## src/rtl/register_pipe.sv

```systemverilog
// ---------------------------------------------------------------------------
// register_pipe
//
// Elastic register pipeline of DEPTH stages, each holding a data register and
// a valid bit. It uses a valid/ready handshake on both sides. Empty stages
// ("bubbles") are filled from behind even when the output is stalled, so a
// stalled pipe keeps accepting input until every stage is occupied. oData and
// oValid come straight from the last-stage flops.
//
// Optional feature:
//    REGISTER_PIPE_COUNT_EN  - when defined, adds the oCount port and an
//                              occupancy counter. When undefined, both are
//                              absent.
//
// Parameters:
//    BITWIDTH  data width in bits (>= 1)
//    DEPTH     number of register stages (>= 1)
//
// Ports:
//    iClk    in   rising-edge clock
//    iRst    in   asynchronous active-high reset (clears all stages)
//    iEn     in   global advance enable; 0 freezes the whole pipe
//    iClr    in   synchronous flush of all stages (valid and data to 0)
//    iValid  in   upstream data valid
//    oReady  out  the pipe accepts iData this cycle
//    iData   in   upstream data
//    oValid  out  last stage occupied
//    iReady  in   downstream accepts oData this cycle
//    oData   out  last-stage data register
//    oCount  out  number of occupied stages (REGISTER_PIPE_COUNT_EN only)
// ---------------------------------------------------------------------------
module register_pipe #(
   parameter int BITWIDTH = 32,
   parameter int DEPTH    = 4
) (
   input  logic                iClk,
   input  logic                iRst,
   input  logic                iEn,
   input  logic                iClr,
   input  logic                iValid,
   output logic                oReady,
   input  logic [BITWIDTH-1:0] iData,
   output logic                oValid,
   input  logic                iReady,
   output logic [BITWIDTH-1:0] oData
`ifdef REGISTER_PIPE_COUNT_EN
   ,
   output logic [$clog2(DEPTH+1)-1:0] oCount
`endif
);

   logic [BITWIDTH-1:0] r_data [DEPTH];
   logic [DEPTH-1:0]    r_valid;

   logic                w_go;
   logic                w_sink;
   logic [DEPTH-1:0]    w_ld;
   logic [DEPTH-1:0]    w_src_valid;
   logic [BITWIDTH-1:0] w_src_data [DEPTH];

   assign w_go   = iEn & ~iClr;
   assign w_sink = w_go & iReady;

   // w_ld[i]: stage i takes whatever sits in front of it (stage i-1, or the
   // input for stage 0). That is allowed when the stage is empty or its own
   // content moves on. The next stage loading is the same thing as stage i
   // advancing, so one backward ripple from the sink covers both cases.
   always_comb begin : load_chain
      logic v_ld;
      w_ld = '0;
      v_ld = w_sink;
      for (int i = DEPTH - 1; i >= 0; i--) begin
         v_ld    = w_go & (~r_valid[i] | v_ld);
         w_ld[i] = v_ld;
      end
   end

   always_comb begin : stage_sources
      w_src_valid[0] = iValid;
      w_src_data[0]  = iData;
      for (int i = 1; i < DEPTH; i++) begin
         w_src_valid[i] = r_valid[i-1];
         w_src_data[i]  = r_data[i-1];
      end
   end

   // A loading stage whose source is empty becomes a bubble. It keeps its old
   // data so that oData does not toggle needlessly.
   always_ff @(posedge iClk or posedge iRst) begin
      if (iRst) begin
         r_valid <= '0;
         for (int i = 0; i < DEPTH; i++) begin
            r_data[i] <= '0;
         end
      end else if (iClr) begin
         r_valid <= '0;
         for (int i = 0; i < DEPTH; i++) begin
            r_data[i] <= '0;
         end
      end else begin
         for (int i = 0; i < DEPTH; i++) begin
            if (w_ld[i]) begin
               r_valid[i] <= w_src_valid[i];
               if (w_src_valid[i]) begin
                  r_data[i] <= w_src_data[i];
               end
            end
         end
      end
   end

   // Reset gating keeps oReady low for the whole time iRst is asserted, even
   // though the cleared stages alone would report "ready".
   assign oReady = w_ld[0] & ~iRst;
   assign oValid = r_valid[DEPTH-1];
   assign oData  = r_data[DEPTH-1];

`ifdef REGISTER_PIPE_COUNT_EN
   localparam int CW = $clog2(DEPTH + 1);

   logic [CW-1:0] r_count;
   logic          w_in_xfer;
   logic          w_out_xfer;

   assign w_in_xfer  = iValid & oReady;
   assign w_out_xfer = r_valid[DEPTH-1] & w_sink;

   always_ff @(posedge iClk or posedge iRst) begin
      if (iRst) begin
         r_count <= '0;
      end else if (iClr) begin
         r_count <= '0;
      end else if (w_in_xfer && !w_out_xfer) begin
         r_count <= r_count + CW'(1);
      end else if (!w_in_xfer && w_out_xfer) begin
         r_count <= r_count - CW'(1);
      end
   end

   assign oCount = r_count;
`endif

endmodule

```

## config.mk

```make
export PLATFORM = sky130hd
export DESIGN_NAME = register_pipe
export DESIGN_NICKNAME = d
export VERILOG_FILES = /design/src/rtl/register_pipe.sv
export SDC_FILE = /design/constraint.sdc
export NUM_CORES = 1
export LEC_CHECK = 0
export CAP_MARGIN = 20
export CELL_PAD_IN_SITES_DETAIL_PLACEMENT = 1
export CELL_PAD_IN_SITES_GLOBAL_PLACEMENT = 2
export CORE_MARGIN = 4
export CORE_UTILIZATION = 30
export DETAILED_ROUTE_END_ITERATION = 8
export PLACE_DENSITY_LB_ADDON = 0.1
export SLEW_MARGIN = 20
export SYNTH_ARGS = -nofsm -noshare
export SYNTH_HDL_FRONTEND = slang
export SYNTH_SLANG_ARGS = --single-unit
```

## constraint.sdc

```tcl
create_clock -name iClk -period 10.24 [get_ports iClk]
set_input_delay 1.024 -clock iClk [delete_from_list [all_inputs] [get_ports iClk]]
set_output_delay 1.024 -clock iClk [all_outputs]
set_load 0.1 [all_outputs]
```

==> After elaboration in Yosys (flattened, before gate mapping) <==
Cells that the tools add are included.
{ "totals": {"regBits": 132, "input_bits": 38, "output_inout_bits": 34, "word_cells": 51} }
{ "classes": {"n_mux": 14, "bitwise_logic": 17, "reduce_logical": 12} }
{ "ops": {"columns": ["op", "count"], "rows": [
  ["2-to-1 mux 32 bit", 8],
  ["2-to-1 mux 128 bit", 1],
  ["nonzero test 2 bit", 8],
  ["AND reduction 2 bit", 4],
  ["bitwise AND 1 bit", 7],
  ["NOT 1 bit", 6],
  ["2-to-1 mux 1 bit", 4],
  ["2-to-1 mux 4 bit", 1],
  ["OR 1 bit", 4]
]} }

==> Longest topological paths before layout <==
Gate-level depths: netlist of the first run.
{ "logic_depth": {"word_depth": 13, "depth_mapped": 6, "depth_no_buf": 3} }

==> Worst setup path after synthesis of the first run <==
OpenSTA, ideal clock, no wires.
{ "synth_path": {"path_type": "in2out", "start": "input port iReady", "end": "output port oReady", "arrival_ps": 6247, "path_slack_ps": 2969, "stages": 4, "n_path_buf": 2, "cell_sequence": "and4b_4 -> buf_6 -> clkbuf_1 -> a2111oi_0"} }
{ "synth_between": {"elab_chain_len": 10} }
{ "synth_lines": {"columns": ["element", "line", "rtl"], "rows": [
  ["from (decl)", "44", "input logic iReady,"],
  ["bitwise AND 1 bit", "62", "assign w_sink = w_go & iReady;"],
  ["OR 1 bit", "73", "v_ld = w_go & (~r_valid[i] | v_ld);"],
  ["bitwise AND 1 bit", "73", null],
  ["OR 1 bit", "73", null],
  ["bitwise AND 1 bit", "73", null],
  ["OR 1 bit", "73", null],
  ["bitwise AND 1 bit", "73", null],
  ["OR 1 bit", "73", null],
  ["bitwise AND 1 bit", "73", null],
  ["bitwise AND 1 bit", "114", "assign oReady = w_ld[0] & ~iRst;"],
  ["to (decl)", "41", "output logic oReady,"]
]} }
Every way passes these cells.

==> Worst setup path after layout of the first run <==
Ends and elaborated chain as after synthesis.

==> results of run 1 <==
## sequential cells by signal (all words and copies together) (netlist names)
name / count
oData: 32
r_data: 96
r_valid: 4
## critical path: stages
cell and delay [ns]:
clkdlybuf4s50_1 0.51, and4b_4 0.39, a2111oi_0 0.50, clkdlybuf4s50_1 1.23
## where the power goes
part,switching (W),internal (W)
sequential,0.00000860,0.000529
clock,0.000227,0.000417
combinational,0.0000399,0.0000238
total,0.000276,0.000970
## through the flow
step | cells | cell area, um2 | total power (W)
floorplan | 594 | 6520 | 0.000583
global placement | 855 | 7100 | 0.000610
detailed placement | 855 | 7110 | 0.000612
CTS | 886 | 7720 | 0.00126
global route | 886 | 7730 | 0.00130
finish | 886 | 7730 | 0.00125
## worst paths after layout
path	depth (start not counted)	slack, ns	end	startpoint
min reg2reg	2	0.49	oData[22]	r_data[54]
min in group asynchronous	2	1.08	oData[0]	iRst
max reg2reg	4	7.71	r_data[95]	r_valid[0]
min	2	0.49	oData[22]	r_data[54]
max in group asynchronous	3	8.00	r_valid[0]	iRst
max	4	5.54	oReady	iReady
## routing by layer
metal	vias up	global-route usage (%)	wire [um]
met1	2258	18.7	7780
met4	0	5.00	273
li1	2118	-	-
met2	59	22.0	7640
met5	-	0	0
met3	15	2.56	374
## cell usage in the layout (no fill, tap or decap), drive strengths merged, types with 2 or more instances in the layout
master,netlist,routed
dfrtp,132,132
clkdlybuf4s50,0,70
nor2b,58,58
mux2,58,58
inv,36,36
nand2,35,35
o21ai,33,33
a2111oi,33,33
nand3,32,32
and4,32,32
a311o,32,32
clkbuf,42,21
buf,50,8
a22o,6,6
clkinv,0,4
bufinv,0,4
a21oi,3,3
clkinvlp,0,2
## cells by family after synthesis
logic type | count (synthesis)
DFF | 132
AOI/OAI and AO/OA | 111
and+or+nand+nor | 165
buffers and inverters | 128
muxes | 58
## final cells by class
class                   instances  area, um2
multi-input cells             334       2560
clock inverters                10        155
inverters                      36        140
fillers                      2322      13500
flip-flops and latches        132       3300
well taps                     275        344
clock buffers                  21        460
repair buffers                 78        764
==> results.sh, run 1 <==
export IMPL_io_buffers=71
export IMPL_synthMostInstantiatedCell="dfrtp_1"
export IMPL_yosysWarnings=0
export IMPL_core_area_um2=21200
export IMPL_synth_top_area_share_pct=50.6
export IMPL_synthTopCellsByCount="dfrtp_1 (132), nor2b_1 (58), mux2_2 (56)"
export IMPL_start_kind="primary input"
export IMPL_clkSinkCount=132
export IMPL_synth_area_um2=6520
export IMPL_max_freq_mhz=213
export IMPL_synth_top_area_cell="dfrtp_1"
export IMPL_cts_buffers=17
export IMPL_track_usage_pct=13.8
export IMPL_worstMarginPinSlew_ns=1.03
export IMPL_async_flop_share_pct=100
export IMPL_whs_ns=0.494
export IMPL_synth_xor_area_share_pct=0
export IMPL_synthFlopType="dfrtp_1"
export IMPL_hold_class="register to register"
export IMPL_nNetsFinal=637
export IMPL_final_setup_worst_slack_ns=5.54
export IMPL_synth_top_family_by_area="simple AND/OR/NAND/NOR gates"
export IMPL_grt_max_degree=81
export IMPL_drive_gt1_share_pct=17.3
export IMPL_syn_inst=594
export IMPL_hold_violations=0
export IMPL_initialDrtViolationCount=217
export IMPL_via_per_inst=5.02
export IMPL_slew_viol_final=0
export IMPL_ctsHoldBuffers=0
export IMPL_areaGrowthSynthToFinish_pct=18.5
export IMPL_cts_resized=0
export IMPL_crit_required_ns=9.22
export IMPL_ir_drop_mv=0.103
export IMPL_muxShareOfSynthArea_pct=10.0
export IMPL_antennaDiodeCount=0
export IMPL_finalCriticalPeriod_ns=4.70
export IMPL_p_per_area_nw_per_um2=161
export IMPL_syn_nets=632
export IMPL_gr_total_overflow=0
export IMPL_post_place_ws_ns=5.47
export IMPL_final_core_util_pct=36.4
export IMPL_antenna_found_initial=0
export IMPL_vias=4450
export IMPL_arrival_ns=3.67
export IMPL_tns_ns=0
export IMPL_status="completed"
export IMPL_p_leak_nw=3.40
export IMPL_firstDrtPassIters=4
export IMPL_cap_viol_max_count=0
export IMPL_fp_dieArea_um2=24200
export IMPL_cts_setup_buffers=0
export IMPL_post_route_period_util_pct=45.9
export IMPL_ys_types=32
export IMPL_clkLatencyLatePin_ns=0.41
export IMPL_yosysSeqAreaShare_pct=50.6
export IMPL_clk_pin_slew_ns=0.06
export IMPL_endpoint_kind="output port"
export IMPL_crit_type="primary input to output port"
export IMPL_netlist_top_cells_area="dfrtp_1 (51%), mux2_2 (9.7%), nor2b_1 (5.6%)"
export IMPL_post_synth_cell_area_avg_um2=11.0
export IMPL_yosys_register_bits=132
export IMPL_clock_skew_final_ns=0.00767
export IMPL_routed_wirelength_um=16100
export IMPL_drc=0
export IMPL_post_dp_hpwl_um=9430
export IMPL_die_h_um=155
export IMPL_ant_nets=0
export IMPL_gp_congestion=0.706
export IMPL_yosys_area_share_simple_pct=15.6
export IMPL_grt_pass1_vias=4823
export IMPL_finalSetupViolations=0
export IMPL_crit_fanout=67
export IMPL_synth_edf_count=0
export IMPL_drt_wirelength_per_cell_um=18.1
export IMPL_grt_pass1_wl_um=26600
export IMPL_fp_row_count=53
export IMPL_io_pins=72
export IMPL_htreeDepth=4
export IMPL_start_util_pct=30.7
export IMPL_synth_fa_ha_area_share_pct=0
export IMPL_synth_compound_area_share_pct=13.5
export IMPL_cts_tree="yes"
export IMPL_max_slew_margin_rel_pct=31.6
export IMPL_ctsRootBufferMaster="clkbuf_16"
export IMPL_cts_buffer_depth=2
export IMPL_die_w_um=155
export IMPL_rsz0062_at_grt="false"
No activity file was read; power rests on OpenSTA's default activity.
==> run 2, diff against run 1 <==
clock period = 4.7 ns   (was 10.24 ns; I/O delays follow)
==> run 2 against run 1 <==
  * Non-clock buffer count is 1 higher
  * Setup slack worse by 3.7 ns
  * Global-route usage is 0.66 points higher
==> results.sh, run 2 (synthesis gave the netlist of run 1 again) <==
export IMPL_status="completed"
export IMPL_crit_type="register to register"
export IMPL_hold_class="primary input to register"
export IMPL_die_h_um=155
export IMPL_cts_tree="yes"
export IMPL_start_util_pct=30.7
export IMPL_cts_buffer_depth=2
export IMPL_areaGrowthSynthToFinish_pct=18.1
export IMPL_total_power_w=0.00266
export IMPL_endpoint_kind="register"
export IMPL_r2r_end="r_data[95]"
export IMPL_core_area_um2=21200
export IMPL_grt_max_degree=113
export IMPL_max_slew_margin_rel_pct=29.3
export IMPL_slew_viol_final=0
export IMPL_crit_cells=4
export IMPL_antenna_found_initial=0
export IMPL_post_dp_hpwl_um=9860
export IMPL_grt_pass1_vias=4967
export IMPL_largest_reg_flops=96
export IMPL_io_buffers=71
export IMPL_grt_pass1_wl_um=27600
export IMPL_rrSetupSlack_ns=1.89
export IMPL_cap_viol_max_count=0
export IMPL_worstReg2RegStart="r_valid[0]"
export IMPL_post_route_period_util_pct=59.8
export IMPL_rr_worst_depth=4
export IMPL_firstDrtPassIters=4
export IMPL_clk_pin_slew_ns=0.06
export IMPL_crit_family="flip-flops"
export IMPL_antennaDiodeCount=0
export IMPL_final_common_cell="dfrtp_1"
export IMPL_htreeDepth=4
export IMPL_hold_violations=0
export IMPL_max_stage_delay_ns=1.07
export IMPL_worst_path_max_delay_cell="dfrtp_2"
export IMPL_top_register="r_data"
export IMPL_gp_congestion=0.689
export IMPL_gr_total_overflow=0
export IMPL_worstMarginPinSlew_ns=1.06
export IMPL_cts_buffers=17
export IMPL_crit_end="r_data[95]"
export IMPL_cts_setup_buffers=0
export IMPL_fp_row_count=53
export IMPL_io_pins=72
export IMPL_worstPathCellList="inv_1, nor4_4, buf_4, mux2_2"
export IMPL_drive_gt1_share_pct=17.5
export IMPL_crit_fanout=68
export IMPL_finalSetupViolations=0
export IMPL_routed_wirelength_um=16700
export IMPL_clkLatencyLatePin_ns=0.42
export IMPL_vias=4504
export IMPL_drt_wirelength_per_cell_um=18.9
export IMPL_die_w_um=155
export IMPL_finalCriticalPeriod_ns=2.81
export IMPL_max_freq_mhz=356
export IMPL_arrival_ns=3.11
export IMPL_tns_ns=0
export IMPL_p_leak_nw=3.39
export IMPL_start_kind="register"
export IMPL_ir_drop_mv=0.204
export IMPL_clkSinkCount=132
export IMPL_fp_dieArea_um2=24200
export IMPL_final_cell_mix="dfrtp_1 (131), clkdlybuf4s50_1 (69), nor2b_1 (58)"
export IMPL_ant_nets=0
export IMPL_path_buf_inv=2
export IMPL_ctsRootBufferMaster="clkbuf_16"
export IMPL_nNetsFinal=638
export IMPL_initialDrtViolationCount=187
export IMPL_drc=0
export IMPL_via_per_inst=5.08
export IMPL_crit_required_ns=5.00
export IMPL_ctsHoldBuffers=0
export IMPL_rsz0062_at_grt="false"
export IMPL_cts_resized=0
export IMPL_startpoint="r_valid[0]"
export IMPL_p_per_area_nw_per_um2=345
export IMPL_clock_skew_final_ns=0.00896
export IMPL_track_usage_pct=14.4
## run 2: worst min-delay path by stage
stage	from	to	slack (ns)	cells past startpoint
floorplan	r_data[32]	oData[0]	0.46	2
global placement	r_data[39]	oData[7]	0.48	2
detailed placement	r_data[83]	r_data[51]	0.48	1
CTS	iClr	r_valid[3]	0.45	2
global route	iClr	r_valid[3]	0.46	2
finish	iClr	r_valid[3]	0.47	2
## run 2: where the power goes
group	switching, W	total [W]	internal, W
registers	0.0000192	0.00117	0.00115
logic	0.0000869	0.000139	0.0000518
clock network	0.000505	0.00135	0.000841
total	0.000611	0.00266	0.00205
## run 2: through the flow
step	hold slack [ns]	std cells	util [%]	worst slack, ns	cell area [um2]
2_1_floorplan	0.461	594	-	0.704	6530
3_3_place_gp	0.479	856	33.5	1.84	7120
3_5_place_dp	0.480	856	33.5	1.70	7120
4_1_cts	0.451	887	36.3	1.85	7700
5_1_grt	0.458	887	36.3	1.73	7710
6_report	0.466	887	36.3	1.89	7710
## run 2: layout make-up
type	instances	area (um2)
well taps	275	344
flip-flops and latches	132	3300
fillers	2324	13500
multi-input cells	334	2570
inverters	36	143
repair buffers	79	766
clock inverters	10	133
clock buffers	21	450
## run 2: worst register-to-register path, stage by stage, from the launching register on
cell     delay, ns
dfrtp_2       1.07
inv_1         0.23
nor4_4        0.52
buf_4         0.48
mux2_2        0.40
## run 2: layer usage
layer,up-vias,share of wire (%),track usage [%]
li1,2114,-,-
met1,2315,47,19.1
met2,59,48,23.5
met3,16,2.7,3.00
met4,0,1.4,4.84
met5,-,0,0
==> run 3, diff against run 2 <==
clock period = 2.65 ns   (was 4.7 ns; I/O delays follow)
==> run 3 against run 2 <==
  * Core utilization increased by 0.42 points
  * Power increased by 80%
  * Critical path depth decreased by 1
  * Sequential cell count unchanged
  * Sequential share of layout area decreased by 0.49 points
  * Die area unchanged
  * Register-to-register slack got worse by 1.2 ns
==> results.sh, run 3 (synthesis gave the netlist of run 1 again) <==
export IMPL_status="completed"
export IMPL_drc=0
export IMPL_grt_pass1_vias=4953
export IMPL_topRoutingLayerUsed="met4"
export IMPL_via_per_inst=4.96
export IMPL_final_common_cell="dfrtp_1"
export IMPL_fp_row_count=53
export IMPL_drive_gt1_share_pct=24.8
export IMPL_ctsHoldBuffers=0
export IMPL_wl_met2_um=8060
export IMPL_wl_met1_um=7870
export IMPL_tns_ns=0
export IMPL_dr_wl_met3_um=428
export IMPL_firstDrtPassIters=4
export IMPL_power_share_sequential_pct=43.3
export IMPL_fp_dieArea_um2=24200
export IMPL_worst_path_max_delay_cell="a2111oi_2"
export IMPL_track_usage_pct=14.3
export IMPL_cts_tree="yes"
export IMPL_clk_pin_slew_ns=0.06
export IMPL_initialDrtViolationCount=156
export IMPL_start_util_pct=30.7
export IMPL_cts_resized=0
export IMPL_arrival_ns=2.09
export IMPL_max_freq_mhz=424
export IMPL_core_area_um2=21200
export IMPL_power_internal_w=0.00368
export IMPL_die_w_um=155
export IMPL_worstReg2RegStart="r_valid[1]"
export IMPL_hold_class="primary input to async pin"
export IMPL_largest_reg_flops=96
export IMPL_gp_congestion=0.739
export IMPL_finalSetupViolations=0
export IMPL_post_place_ws_ns=0.282
export IMPL_start_kind="register"
export IMPL_path_buf_inv=1
export IMPL_r2r_end="r_data[120]"
export IMPL_antenna_found_initial=0
export IMPL_htreeDepth=4
export IMPL_worstMarginPinSlew_ns=0.770
export IMPL_grt_pass1_wl_um=27600
export IMPL_io_pins=72
export IMPL_routed_wirelength_um=16500
export IMPL_p_leak_nw=3.54
export IMPL_grt_max_degree=68
export IMPL_crit_fanout=67
export IMPL_gr_total_overflow=0
export IMPL_post_dp_hpwl_um=10500
export IMPL_areaGrowthSynthToFinish_pct=19.5
export IMPL_cap_viol_max_count=0
export IMPL_rrSetupSlack_ns=0.70
export IMPL_ir_drop_mv=0.378
export IMPL_vias=4463
export IMPL_final_core_util_pct=36.7
export IMPL_top_register="r_data"
export IMPL_finalCriticalPeriod_ns=2.36
export IMPL_switching_share_pct=23.0
export IMPL_worstPathCellList="and4b_4, a2111oi_2, buf_12"
export IMPL_crit_family="compound AO/OA/AOI/OAI gates"
export IMPL_final_cell_mix="dfrtp_1 (131), nor2b_1 (58), mux2_2 (56)"
export IMPL_p_per_area_nw_per_um2=613
export IMPL_rr_worst_depth=3
export IMPL_slew_viol_final=0
export IMPL_post_route_period_util_pct=89.0
export IMPL_nNetsFinal=650
export IMPL_power_frac_comb_pct=5.7
export IMPL_ctsRootBufferMaster="clkbuf_16"
export IMPL_pwr_share_clk_pct=51.0
export IMPL_io_buffers=71
export IMPL_crit_required_ns=2.38
export IMPL_rsz0062_at_grt="false"
export IMPL_drt_wirelength_per_cell_um=18.3
export IMPL_clkLatencyLatePin_ns=0.42
export IMPL_final_setup_worst_slack_ns=0.290
export IMPL_cts_setup_buffers=0
export IMPL_clkSinkCount=132
export IMPL_cts_buffers=17
export IMPL_endpoint_kind="output port"
export IMPL_hold_violations=0
export IMPL_die_h_um=155
export IMPL_p_switching_w=0.00110
export IMPL_ant_nets=0
export IMPL_antennaDiodeCount=0
export IMPL_cts_buffer_depth=2
export IMPL_max_stage_delay_ns=0.58
export IMPL_crit_type="register to output port"
export IMPL_clock_skew_final_ns=0.0124
export IMPL_max_slew_margin_rel_pct=48.7
-- run 3: changes by cell type in the layout (fill, tap and decap cells not counted), moves of 2 or more --
cell / delta
buf_12: +5
buf_4: +40
clkbuf_1: -2
clkdlybuf4s50_1: -33
clkinv_4: +2
-- run 3: power by group through the flow --
stage	registers (W)	clock network, W	logic (W)
3_3_place_gp	0.00210	0	0.000272
6_report	0.00207	0.00244	0.000271
4_1_cts	0.00207	0.00251	0.000280
2_1_floorplan	0.00209	0	0.000159
5_1_grt	0.00207	0.00261	0.000304
3_5_place_dp	0.00210	0	0.000279
-- run 3: worst max path at each step --
| stage | start | endpoint | slack (ns) | cells past startpoint |
|---|---|---|---|---|
| 2_1_floorplan | r_valid[3] | oReady | -1.04 | 4 |
| 3_3_place_gp | iReady | r_data[89] | 0.35 | 5 |
| 3_5_place_dp | iReady | r_data[89] | 0.28 | 5 |
| 4_1_cts | r_valid[1] | oReady | 0.23 | 3 |
| 5_1_grt | r_valid[1] | oReady | 0.21 | 3 |
| 6_report | r_valid[1] | oReady | 0.29 | 3 |
-- run 3: cell type report --
| type | count | area, um2 |
|---|---|---|
| Clock buffer | 20 | 457 |
| Clock inverter | 12 | 154 |
| Fill cell | 2330 | 13400 |
| Inverter | 36 | 139 |
| Multi-Input combinational cell | 334 | 2560 |
| Sequential cell | 132 | 3300 |
| Tap cell | 275 | 344 |
| Timing Repair Buffer | 91 | 836 |
-- run 3: stage by stage --
step	power, W	std cells	hold WS [ns]	area [um2]
after floorplan	0.00225	594	0.461	6530
after global placement	0.00238	868	0.479	7180
after detailed placement	0.00238	868	0.483	7180
after CTS	0.00486	900	0.119	7790
after global routing	0.00498	900	0.125	7790
final	0.00478	900	0.131	7790
-- run 3: routing by layer --
layer  GRT usage, %  up-vias
li1               -     2154
met1           19.1     2246
met2           23.7       52
met3           3.23       11
met4           3.50        0
met5              0        -
